### src/rtl/alu_operand_sequencer.sv
// rtl/alu_operand_sequencer.sv - debounced three-press operand/opcode loader and result latch for the ALU
// Optional ALU_SEQ_CHAIN_EN: a press in SHOW feeds result[2:0] back as operand A and skips to LOAD_B.
module alu_operand_sequencer #(
  parameter int DB_COUNT = 1000
) (
  input  logic       clk,
  input  logic       rst_n,
  input  logic [2:0] sw,
  input  logic [1:0] selIn,
  input  logic       btnEnter,
  input  logic [3:0] q,
  output logic [2:0] a,
  output logic [2:0] b,
  output logic [1:0] swSelect,
  output logic [3:0] result,
  output logic       resultValid,
  output logic [2:0] stateOut
);

  localparam int CW = $clog2(DB_COUNT);
  localparam logic [CW-1:0] CNT_MAX = CW'(DB_COUNT - 1);

  typedef enum logic [2:0] {
    LOAD_A  = 3'b000,
    LOAD_B  = 3'b001,
    LOAD_OP = 3'b010,
    EXEC    = 3'b011,
    SHOW    = 3'b100
  } state_t;

  logic          sync1_q, sync2_q;
  logic          db_q, db_d;
  logic          db_dly_q;
  logic [CW-1:0] cnt_q, cnt_d;
  logic          press;

  state_t        state_q, state_d;
  logic [2:0]    a_q, a_d;
  logic [2:0]    b_q, b_d;
  logic [1:0]    sel_q, sel_d;
  logic [3:0]    result_q, result_d;
  logic          valid_q, valid_d;

  // Any mismatch shorter than DB_COUNT cycles resets the count, so bounces never accumulate.
  always_comb begin
    db_d  = db_q;
    cnt_d = '0;
    if (sync2_q != db_q) begin
      if (cnt_q == CNT_MAX) begin
        db_d = sync2_q;
      end else begin
        cnt_d = cnt_q + CW'(1);
      end
    end
  end

  assign press = db_q & ~db_dly_q;

  always_comb begin
    state_d  = state_q;
    a_d      = a_q;
    b_d      = b_q;
    sel_d    = sel_q;
    result_d = result_q;
    valid_d  = valid_q;
    case (state_q)
      LOAD_A: if (press) begin
        a_d     = sw;
        state_d = LOAD_B;
      end
      LOAD_B: if (press) begin
        b_d     = sw;
        state_d = LOAD_OP;
      end
      LOAD_OP: if (press) begin
        sel_d   = selIn;
        state_d = EXEC;
      end
      EXEC: begin
        result_d = q;
        valid_d  = 1'b1;
        state_d  = SHOW;
      end
      SHOW: if (press) begin
        valid_d = 1'b0;
`ifdef ALU_SEQ_CHAIN_EN
        a_d     = result_q[2:0];
        state_d = LOAD_B;
`else
        state_d = LOAD_A;
`endif
      end
      default: state_d = LOAD_A;
    endcase
  end

  always_ff @(posedge clk or negedge rst_n) begin
    if (!rst_n) begin
      sync1_q  <= 1'b0;
      sync2_q  <= 1'b0;
      db_q     <= 1'b0;
      db_dly_q <= 1'b0;
      cnt_q    <= '0;
      state_q  <= LOAD_A;
      a_q      <= '0;
      b_q      <= '0;
      sel_q    <= '0;
      result_q <= '0;
      valid_q  <= 1'b0;
    end else begin
      sync1_q  <= btnEnter;
      sync2_q  <= sync1_q;
      db_q     <= db_d;
      db_dly_q <= db_q;
      cnt_q    <= cnt_d;
      state_q  <= state_d;
      a_q      <= a_d;
      b_q      <= b_d;
      sel_q    <= sel_d;
      result_q <= result_d;
      valid_q  <= valid_d;
    end
  end

  assign a           = a_q;
  assign b           = b_q;
  assign swSelect    = sel_q;
  assign result      = result_q;
  assign resultValid = valid_q;
  assign stateOut    = state_q;

endmodule

### config.mk
export PLATFORM = sky130hd
export DESIGN_NAME = alu_operand_sequencer
export DESIGN_NICKNAME = d
export VERILOG_FILES = /design/src/rtl/alu_operand_sequencer.sv
export SDC_FILE = /design/constraint.sdc
export NUM_CORES = 1
export LEC_CHECK = 0
export BUFFER_PORTS_ARGS = -buffer_cell sky130_fd_sc_hd__buf_2
export CAP_MARGIN = 15
export CORE_MARGIN = 2
export CORE_UTILIZATION = 47
export CTS_CLUSTER_SIZE = 20
export DETAILED_ROUTE_END_ITERATION = 10
export GPL_TIMING_DRIVEN = 0
export PLACE_DENSITY_LB_ADDON = 0.2
export SETUP_SLACK_MARGIN = 0.05
export SYNTH_ARGS = -nofsm -noshare
export SYNTH_HDL_FRONTEND = slang
export SYNTH_SLANG_ARGS = --single-unit
### constraint.sdc
create_clock -name clk -period 1.48 [get_ports clk]
set_input_delay 0.296 -clock clk [delete_from_list [all_inputs] [get_ports clk]]
set_output_delay 0.296 -clock clk [all_outputs]
set_load 0.03 [all_outputs]
==> impl_metrics.env <==
export IMPL_synth_area_per_cell_sq_um=12.4
export IMPL_maxCapViolCount=0
export IMPL_dp_hpwl_microns=1730
export IMPL_critical_path_class="reg2reg"
export IMPL_ff_latch_area_sq_um=756
export IMPL_avgRoutedWirePerCell_microns=14.6
export IMPL_drcViolationCount=0
export IMPL_power_density_nw_per_um2=855
export IMPL_tightest_slew_ns=0.669
export IMPL_antenna_left=0
export IMPL_io_pins=28
export IMPL_gp_congestion=0.758
export IMPL_core_sq_um=2710
export IMPL_holdWs_ns=-0.0122
export IMPL_grt_max_degree=31
export IMPL_busiest_layer="met2"
export IMPL_grt_pass1_vias=936
export IMPL_grt_pass1_wl_microns=4350
export IMPL_clock_sinks=30
export IMPL_clk_latency_ns=0.33
export IMPL_synth_area_sq_um=1320
export IMPL_cts_path_max_buffers=2
export IMPL_fp_dieArea_sq_um=3240
export IMPL_fp_row_count=19
export IMPL_slew_viol_final=0
export IMPL_reg2reg_to="db_q"
export IMPL_overflow=0
export IMPL_setup_ws_ns=-0.00743
export IMPL_finClkSkew_ns=0.0128
export IMPL_reg2reg_depth=5
export IMPL_layout_common_cells="dfrtp_1, buf_2, buf_4"
export IMPL_violations="hold timing, setup timing"
export IMPL_drive_above_1_share_pct=51.3
export IMPL_hp_class="in2async"
export IMPL_r2r_slack_ns=-0.007
export IMPL_startpoint_type="flip-flop"
export IMPL_viasPerCell=5.42
export IMPL_max_freq_mhz=672
export IMPL_dr_pass1_iters=4
export IMPL_die_w_microns=56.9
export IMPL_setup_tns_ns=-0.00743
export IMPL_crit_fanout=5
export IMPL_period_minus_slack_ns=1.49
export IMPL_antenna_cells=0
export IMPL_cts_max_level=2
export IMPL_fin_nets=164
export IMPL_cts_buffers=5
export IMPL_first_iter_violations=19
export IMPL_num_vias=992
export IMPL_syn_inst=106
export IMPL_port_buffers=27
export IMPL_track_usage_pct=17.8
export IMPL_syn_nets=119
export IMPL_slew_headroom_pct=55.4
export IMPL_cts_tree="done"
export IMPL_setup_viol=1
export IMPL_fp_dieH_microns=56.9
export IMPL_cp_arrival_ns=1.70
export IMPL_yosysWarnings=0
export IMPL_ys_ff_latch=30
export IMPL_met1_usage_pct=21.5
export IMPL_syn2layout_area_growth_pct=30.3
export IMPL_multi_input_area_sq_um=618
export IMPL_cp_required_ns=1.69
export IMPL_use_met2_pct=29.4
export IMPL_antenna_found_initial=0
export IMPL_clk_pin_slew_ns=0.10
export IMPL_hold_violations=15
export IMPL_outcome="complete, but fails checks"
export IMPL_cp_end_kind="flip-flop"
export IMPL_timing_final_crit_share_pct=101
export IMPL_rsz0062_at_grt="yes"
export IMPL_yosysSeqAreaShare_pct=57.0
export IMPL_gr_usage_met3_pct=6.22
export IMPL_ir_worst_vdd_mv=0.701
export IMPL_routed_wl_microns=2680
export IMPL_root_buffer="clkbuf_4"
export IMPL_synth_cell_types=32
export IMPL_reg2reg_from="cnt_q[1]"
export IMPL_fillCellCount=220
export IMPL_p_leak_nw=0.831
export IMPL_start_util_pct=48.6
-- cell families (layout without fill, tap and decap cells) --
kind of cell	after synthesis	count (layout)	share of synthesized area, %
xor+xnor	5	5	3.33
mux	13	13	11.7
flops	30	30	57.0
simple gates	37	37	17.8
compound gates	16	16	7.99
buf+inv	4	50	1.24
fa+ha+maj	1	1	0.950
-- registers in the layout (all words and copies together), names as in the netlist, 2 cells and up --
register,count
stateOut,3
result,4
b,3
cnt_q,10
swSelect,2
a,3
-- through the flow --
stage	std cells	worst slack (ns)	util, %	total power (W)	instance area, sq um
2_1_floorplan	106	-0.0442	-	0.000909	1340
3_3_place_gp	164	-0.105	55.8	0.000952	1510
3_5_place_dp	164	-0.148	55.8	0.000956	1510
4_1_cts	177	-0.0445	60.9	0.00147	1650
5_1_grt	183	-0.0808	63.3	0.00154	1720
6_report	183	-0.00743	63.3	0.00147	1720
-- critical path, cell delays in order, from the launching register on --
cell and delay [ns]:
dfrtp_1 0.41, ha_4 0.17, nand2_4 0.05, nor4b_4 0.34, nand3_1 0.13, mux2_2 0.28
-- repair_timing --
action / 4_1_cts / 5_1_grt
endpoints found under the setup margin: 18 / 15
hold buffers: 0 / 0
buffers inserted: 6 / 7
gates resized for setup: 9 / 7
pin swaps: 10 / 7
-- how the worst max path moves through the flow --
stage               cells after the start          end  slack [ns]   startpoint
floorplan                               4  swSelect[0]       -0.04  stateOut[0]
CTS                                     5         db_q       -0.04     cnt_q[0]
finish                                  5         db_q      -0.007     cnt_q[1]
detailed placement                      5         db_q       -0.15     cnt_q[0]
global placement                        5         db_q       -0.10     cnt_q[0]
global route                            5         db_q       -0.08     cnt_q[0]
-- area by class of cell --
class | instances | area share (%)
clock buffers | 7 | 3.21
clock inverters | 1 | 0.292
inverters | 2 | 0.438
multi-input cells | 72 | 36.0
flip-flops and latches | 30 | 44.1
well taps | 31 | 2.26
repair buffers | 40 | 13.7
-- synth_stat cells --
cell type   n  area share [%]
a21o_1      1            0.57
nor2_1     13             3.7
or3_1       1            0.48
a21oi_1     7             2.7
buf_2       1            0.38
o21ai_0     2            0.76
nand2_2     1            0.48
nor4b_4     2             3.6
nand3b_1    1            0.57
nand3_1     6             2.3
nor2b_1     1            0.48
xor2_1      2             1.3
nand2b_1    3             1.4
nor4_2      1            0.95
clkbuf_1    1            0.28
and3_1      1            0.48
nor4_1      2            0.95
nand2_1     3            0.86
a31o_2      1            0.67
or3_4       1            0.86
a311oi_1    1            0.67
mux2_2     11             9.4
o31ai_1     1            0.57
nor4b_1     1            0.67
mux2_4      2             2.3
dfrtp_1    30              57
o21ba_2     1            0.76
o21bai_1    1            0.57
o211a_1     1            0.76
inv_1       2            0.57
xnor2_1     3             2.0
ha_1        1            0.95
-- metal layers --
| metal | wire length (microns) | up-vias |
|---|---|---|
| met5 | 0 | - |
| met4 | 48 | 0 |
| met3 | 141 | 6 |
| met2 | 1320 | 26 |
| met1 | 1170 | 494 |
| li1 | - | 466 |
-- power by group --
part	internal [W]	switching (W)
Combinational	0.0000492	0.0000618
Clock	0.000230	0.000275
Sequential	0.000837	0.0000139
Note: power is estimated with default switching activity, not from simulation.
